`src/rtl/chunked_add_sub.sv`:
```
// ============================================================================
// chunked_add_sub : multi-cycle WIDTH-bit add/subtract, CHUNK bits per clock
// Revision: 1.0
// ============================================================================
`default_nettype none

module chunked_add_sub #(
  parameter int WIDTH = 16,
  parameter int CHUNK = 4
) (
  input  logic             clk,
  input  logic             rst_n,
  input  logic             in_valid,
  output logic             in_ready,
  input  logic [WIDTH-1:0] x,
  input  logic [WIDTH-1:0] y,
  input  logic             cin,
  input  logic             sub,
  output logic             out_valid,
  input  logic             out_ready,
  output logic [WIDTH-1:0] z,
  output logic             cout,
  output logic             ovf
);

  localparam int NCHUNK = WIDTH / CHUNK;
  localparam int CW     = (NCHUNK > 1) ? $clog2(NCHUNK) : 1;

  typedef enum logic [1:0] {
    S_IDLE = 2'd0,
    S_RUN  = 2'd1,
    S_DONE = 2'd2
  } state_t;

  state_t           r_state;
  state_t           w_next;
  logic [WIDTH-1:0] r_a;
  logic [WIDTH-1:0] r_b;
  logic             r_carry;
  logic [CW-1:0]    r_k;
  logic [WIDTH-1:0] r_z;
  logic             r_cout;
  logic             r_ovf;

  logic [CHUNK-1:0] w_a_chunk;
  logic [CHUNK-1:0] w_b_chunk;
  logic [CHUNK:0]   w_sum;
  logic             w_last;

  // The one shared CHUNK-bit slice; carry bit of w_sum feeds r_carry.
  assign w_a_chunk = r_a[r_k*CHUNK +: CHUNK];
  assign w_b_chunk = r_b[r_k*CHUNK +: CHUNK];
  assign w_sum     = {1'b0, w_a_chunk} + {1'b0, w_b_chunk} + {{CHUNK{1'b0}}, r_carry};
  assign w_last    = (r_k == CW'(NCHUNK - 1));

  always_comb begin
    w_next = r_state;
    case (r_state)
      S_IDLE:  if (in_valid) w_next = S_RUN;
      S_RUN:   if (w_last) w_next = S_DONE;
      S_DONE:  if (out_ready) w_next = S_IDLE;
      default: w_next = S_IDLE;
    endcase
  end

  always_ff @(posedge clk or negedge rst_n) begin
    if (!rst_n) begin
      r_state <= S_IDLE;
      r_a     <= '0;
      r_b     <= '0;
      r_carry <= 1'b0;
      r_k     <= '0;
      r_z     <= '0;
      r_cout  <= 1'b0;
      r_ovf   <= 1'b0;
    end else begin
      r_state <= w_next;
      case (r_state)
        S_IDLE: begin
          if (in_valid) begin
            r_a     <= x;
            r_b     <= y ^ {WIDTH{sub}};
            r_carry <= sub ? 1'b1 : cin;
            r_k     <= '0;
          end
        end
        S_RUN: begin
          r_z[r_k*CHUNK +: CHUNK] <= w_sum[CHUNK-1:0];
          r_carry                 <= w_sum[CHUNK];
          r_k                     <= r_k + 1'b1;
          if (w_last) begin
            // MSBs of the top chunk are the operand/result sign bits.
            r_cout <= w_sum[CHUNK];
            r_ovf  <= (w_a_chunk[CHUNK-1] == w_b_chunk[CHUNK-1]) &&
                      (w_sum[CHUNK-1] != w_a_chunk[CHUNK-1]);
          end
        end
        default: ;
      endcase
    end
  end

  assign in_ready  = (r_state == S_IDLE);
  assign out_valid = (r_state == S_DONE);
  assign z         = r_z;
  assign cout      = r_cout;
  assign ovf       = r_ovf;

endmodule

`default_nettype wire

```
`config.mk`:
```
export PLATFORM = sky130hd
export DESIGN_NAME = chunked_add_sub
export DESIGN_NICKNAME = d
export VERILOG_FILES = /design/src/rtl/chunked_add_sub.sv
export SDC_FILE = /design/constraint.sdc
export NUM_CORES = 1
export LEC_CHECK = 0
export ABC_AREA = 1
export CAP_MARGIN = 15
export CORE_MARGIN = 3
export CORE_UTILIZATION = 42
export CTS_CLUSTER_DIAMETER = 50
export DETAILED_ROUTE_END_ITERATION = 8
export GPL_ROUTABILITY_DRIVEN = 1
export PLACE_DENSITY_LB_ADDON = 0.12
export SYNTH_ARGS = -nofsm -noshare
export SYNTH_HDL_FRONTEND = slang
export SYNTH_SLANG_ARGS = --single-unit
```
`constraint.sdc`:
```
create_clock -name clk -period 2.9 [get_ports clk]
set_input_delay 0.435 -clock clk [delete_from_list [all_inputs] [get_ports clk]]
set_output_delay 0.435 -clock clk [all_outputs]
set_load 0.1 [all_outputs]
```
==> flow_summary.yaml <==
run_status:
  status: "finished clean"
synthesis:
  syn_nets: 361
  ys_top_cells_by_area: "dfrtp_1 (51%), nand2_1 (12%), o21ai_0 (9.6%), xnor2_1 (5.5%), ha_1 (4.1%)"
  synth_warnings: 0
  synth-seq-area-share_pct: 50.62
  synth_top_area_share_pct: 50.62
  synthCells: 312
  synth.avg_cell_area_sq_um: 8.714
  synth-seq-cells: 55
  yosys.area.top_type: "dfrtp_1"
  synthesis.area_sq_mm: 0.002719
  ys_types: 25
cts:
  cts_sinks: 55
  numCtsBuffers: 5
  postCtsSetupRepairBufs: 0
  htree_levels: 2
  postCtsHoldBufs: 0
  ctsRootBufferMaster: "clkbuf_8"
  insertion_delay_ps: 300
  clockBufferDepth: 2
  clk_pin_slew_ps: 90
  cts_resized: 0
  tritoncts: "done"
global_route:
  grt_use_total_pct: 16.94
  gr-total-overflow: 0
  grt_pass1_wl_mm: 9.956
  antenna_found_initial: 0
  grt_max_degree: 56
  grt_pass1_vias: 2166
routing:
  wirelength_mm: 5.984
  via_per_inst: 4.973
  ant_nets: 0
  num_vias: 2213
  wl_per_cell_microns: 13.45
  dr.pass1.iters: 4
  drt-initial-drc-count: 131
  drc: 0
critical_path:
  setup.worst_path.start: "r_k[0]$_DFFE_PN0P_"
  crit_path_end_kind: "flop"
  critPathCapture: "cout$_DFFE_PN0P_"
  arrival_ps: 2820
  slowest_stage: "dfrtp_1"
  crit_family: "adder cells"
  worst-path-stages: 8
  critPathKind: "reg2reg"
  crit_top_cell: "fa_1"
  r2r_setup_slack_ps: 270
  crit_chain: "inv_2 -> o21ai_0 -> o22ai_1 -> fa_1 -> fa_1 -> a21oi_1 -> o21bai_1 -> mux2_1"
  path_buf_inv: 1
  critPathMaxStageDelay_ps: 540
  cp.required_ps: 3100
  rr_startpoint: "r_k[0]$_DFFE_PN0P_"
  r2r_cells: 8
  start_kind: "flop"
  crit_fanout: 21
  r2r-end: "cout$_DFFE_PN0P_"
timing:
  rsz0062_at_grt: "false"
  relSlewSlack_pct: 54.41
  hold_violations: 0
  fin_crit_ps: 2628
  slew_violations: 0
  finalSetupTns_ps: 0
  max_freq_mhz: 380.6
  setup_ws_ps: 272.4
  fin_crit_sh_pct: 90.61
  setup_viol: 0
  skew_ps: 7.410
  tightest_slew_ps: 683.9
floorplan:
  die_area_sq_mm: 0.007474
  row_count: 28
  die_x_microns: 86.46
  core_area_sq_mm: 0.006096
  io_pins: 58
  start_util_pct: 44.60
  die_h_microns: 86.46
final_layout:
  fin_nets: 418
  num-fill-cells: 597
  instances_no_fill: 445
  area_delta_synth_final_pct: 24.48
  drive_gt1_share_pct: 11.89
  antenna_cells: 0
placed_design:
  dp_hpwl_mm: 4.457
  place_congestion: 0.8421
  placed_cells: 437
  preCtsSetupSlack_ps: 296.1
  portBuffers: 57
hold_path:
  hold_path_class: "in2async"
run:
  cap_violations: 0
-- cell usage after synthesis --
cell	instances
nand2_1	86
dfrtp_1	55
o21ai_0	52
nor2_1	18
xnor2_1	17
inv_1	13
nand3_1	13
ha_1	9
buf_2	8
o22ai_1	8
inv_2	4
nand2_2	4
o21ai_1	4
o31ai_1	4
a21oi_1	2
buf_4	2
clkbuf_1	2
fa_1	2
nand4_1	2
nor2_2	2
clkinv_2	1
mux2_1	1
nor3_1	1
nor3_2	1
o21bai_1	1
-- registers in the layout (all words and copies together) (netlist names) --
name,count
cout,1
ovf,1
r_a,16
r_b,16
r_carry,1
r_k,2
r_state,2
z,16
-- placed cells by master (no fill, tap or decap), types with 5 or more instances in the layout --
cell type / count
nand2_1: 86
dfrtp_1: 55
o21ai_0: 52
clkdlybuf4s50_1: 36
buf_4: 25
nor2_1: 18
xnor2_1: 17
nand3_1: 13
inv_1: 13
ha_1: 9
o22ai_1: 8
clkbuf_8: 5
-- worst min-delay path by stage --
stage / startpoint / to / cells after the start
after global routing: rst_n / z[8]$_DFFE_PN0P_ / 2
after detailed placement: r_a[5]$_DFFE_PN0P_ / r_a[5]$_DFFE_PN0P_ / 2
final: rst_n / z[8]$_DFFE_PN0P_ / 2
after global placement: r_a[5]$_DFFE_PN0P_ / r_a[5]$_DFFE_PN0P_ / 2
after CTS: rst_n / z[8]$_DFFE_PN0P_ / 2
after floorplan: rst_n / cout$_DFFE_PN0P_ / 0
-- metrics by stage --
stage	hold slack (ps)	util (%)	instance area, sq um
2_1_floorplan	139.4	-	2719
3_3_place_gp	464.6	54.19	3303
3_5_place_dp	461.2	54.19	3303
4_1_cts	269.3	55.52	3385
5_1_grt	299.8	55.52	3385
6_report	245.9	55.52	3385
-- logic make-up (layout without fill, tap and decap cells) --
group	Yosys count	in the layout	synth area share (%)
xor gates and xnor gates	17	17	5.476
DFF	55	55	50.62
muxes	1	1	0.4141
buffers and inverters	30	88	4.832
adders and majority gates	11	11	5.614
AOI/OAI and AO/OA	71	71	13.90
and+or+nand+nor	127	127	19.14
-- per-layer routing --
| layer | share of wire [%] | track usage, % | wire length (microns) | vias to the layer above |
|---|---|---|---|---|
| met5 | 0 | 0 | 0 | - |
| met4 | 2.2 | 5.524 | 129 | 0 |
| met3 | 5.1 | 3.707 | 306 | 12 |
| met2 | 49 | 28.58 | 2910 | 54 |
| met1 | 44 | 21.64 | 2638 | 1010 |
| li1 | - | - | - | 1137 |
-- final cells by class --
cell class                 count  area (sq um)  share of cell area [%]
timing repair buffer          62         553.0                   16.34
clock inverter                 1         5.005                  0.1479
sequential                    55          1376                   40.67
inverter                      18         68.82                   2.033
tap                           75         93.84                   2.773
clock buffer                   7         76.32                   2.255
multi-input combinational    227          1211                   35.79
Power is not shown: default switching activity piles up to over one toggle a cycle in this logic, so the estimate is an artifact.
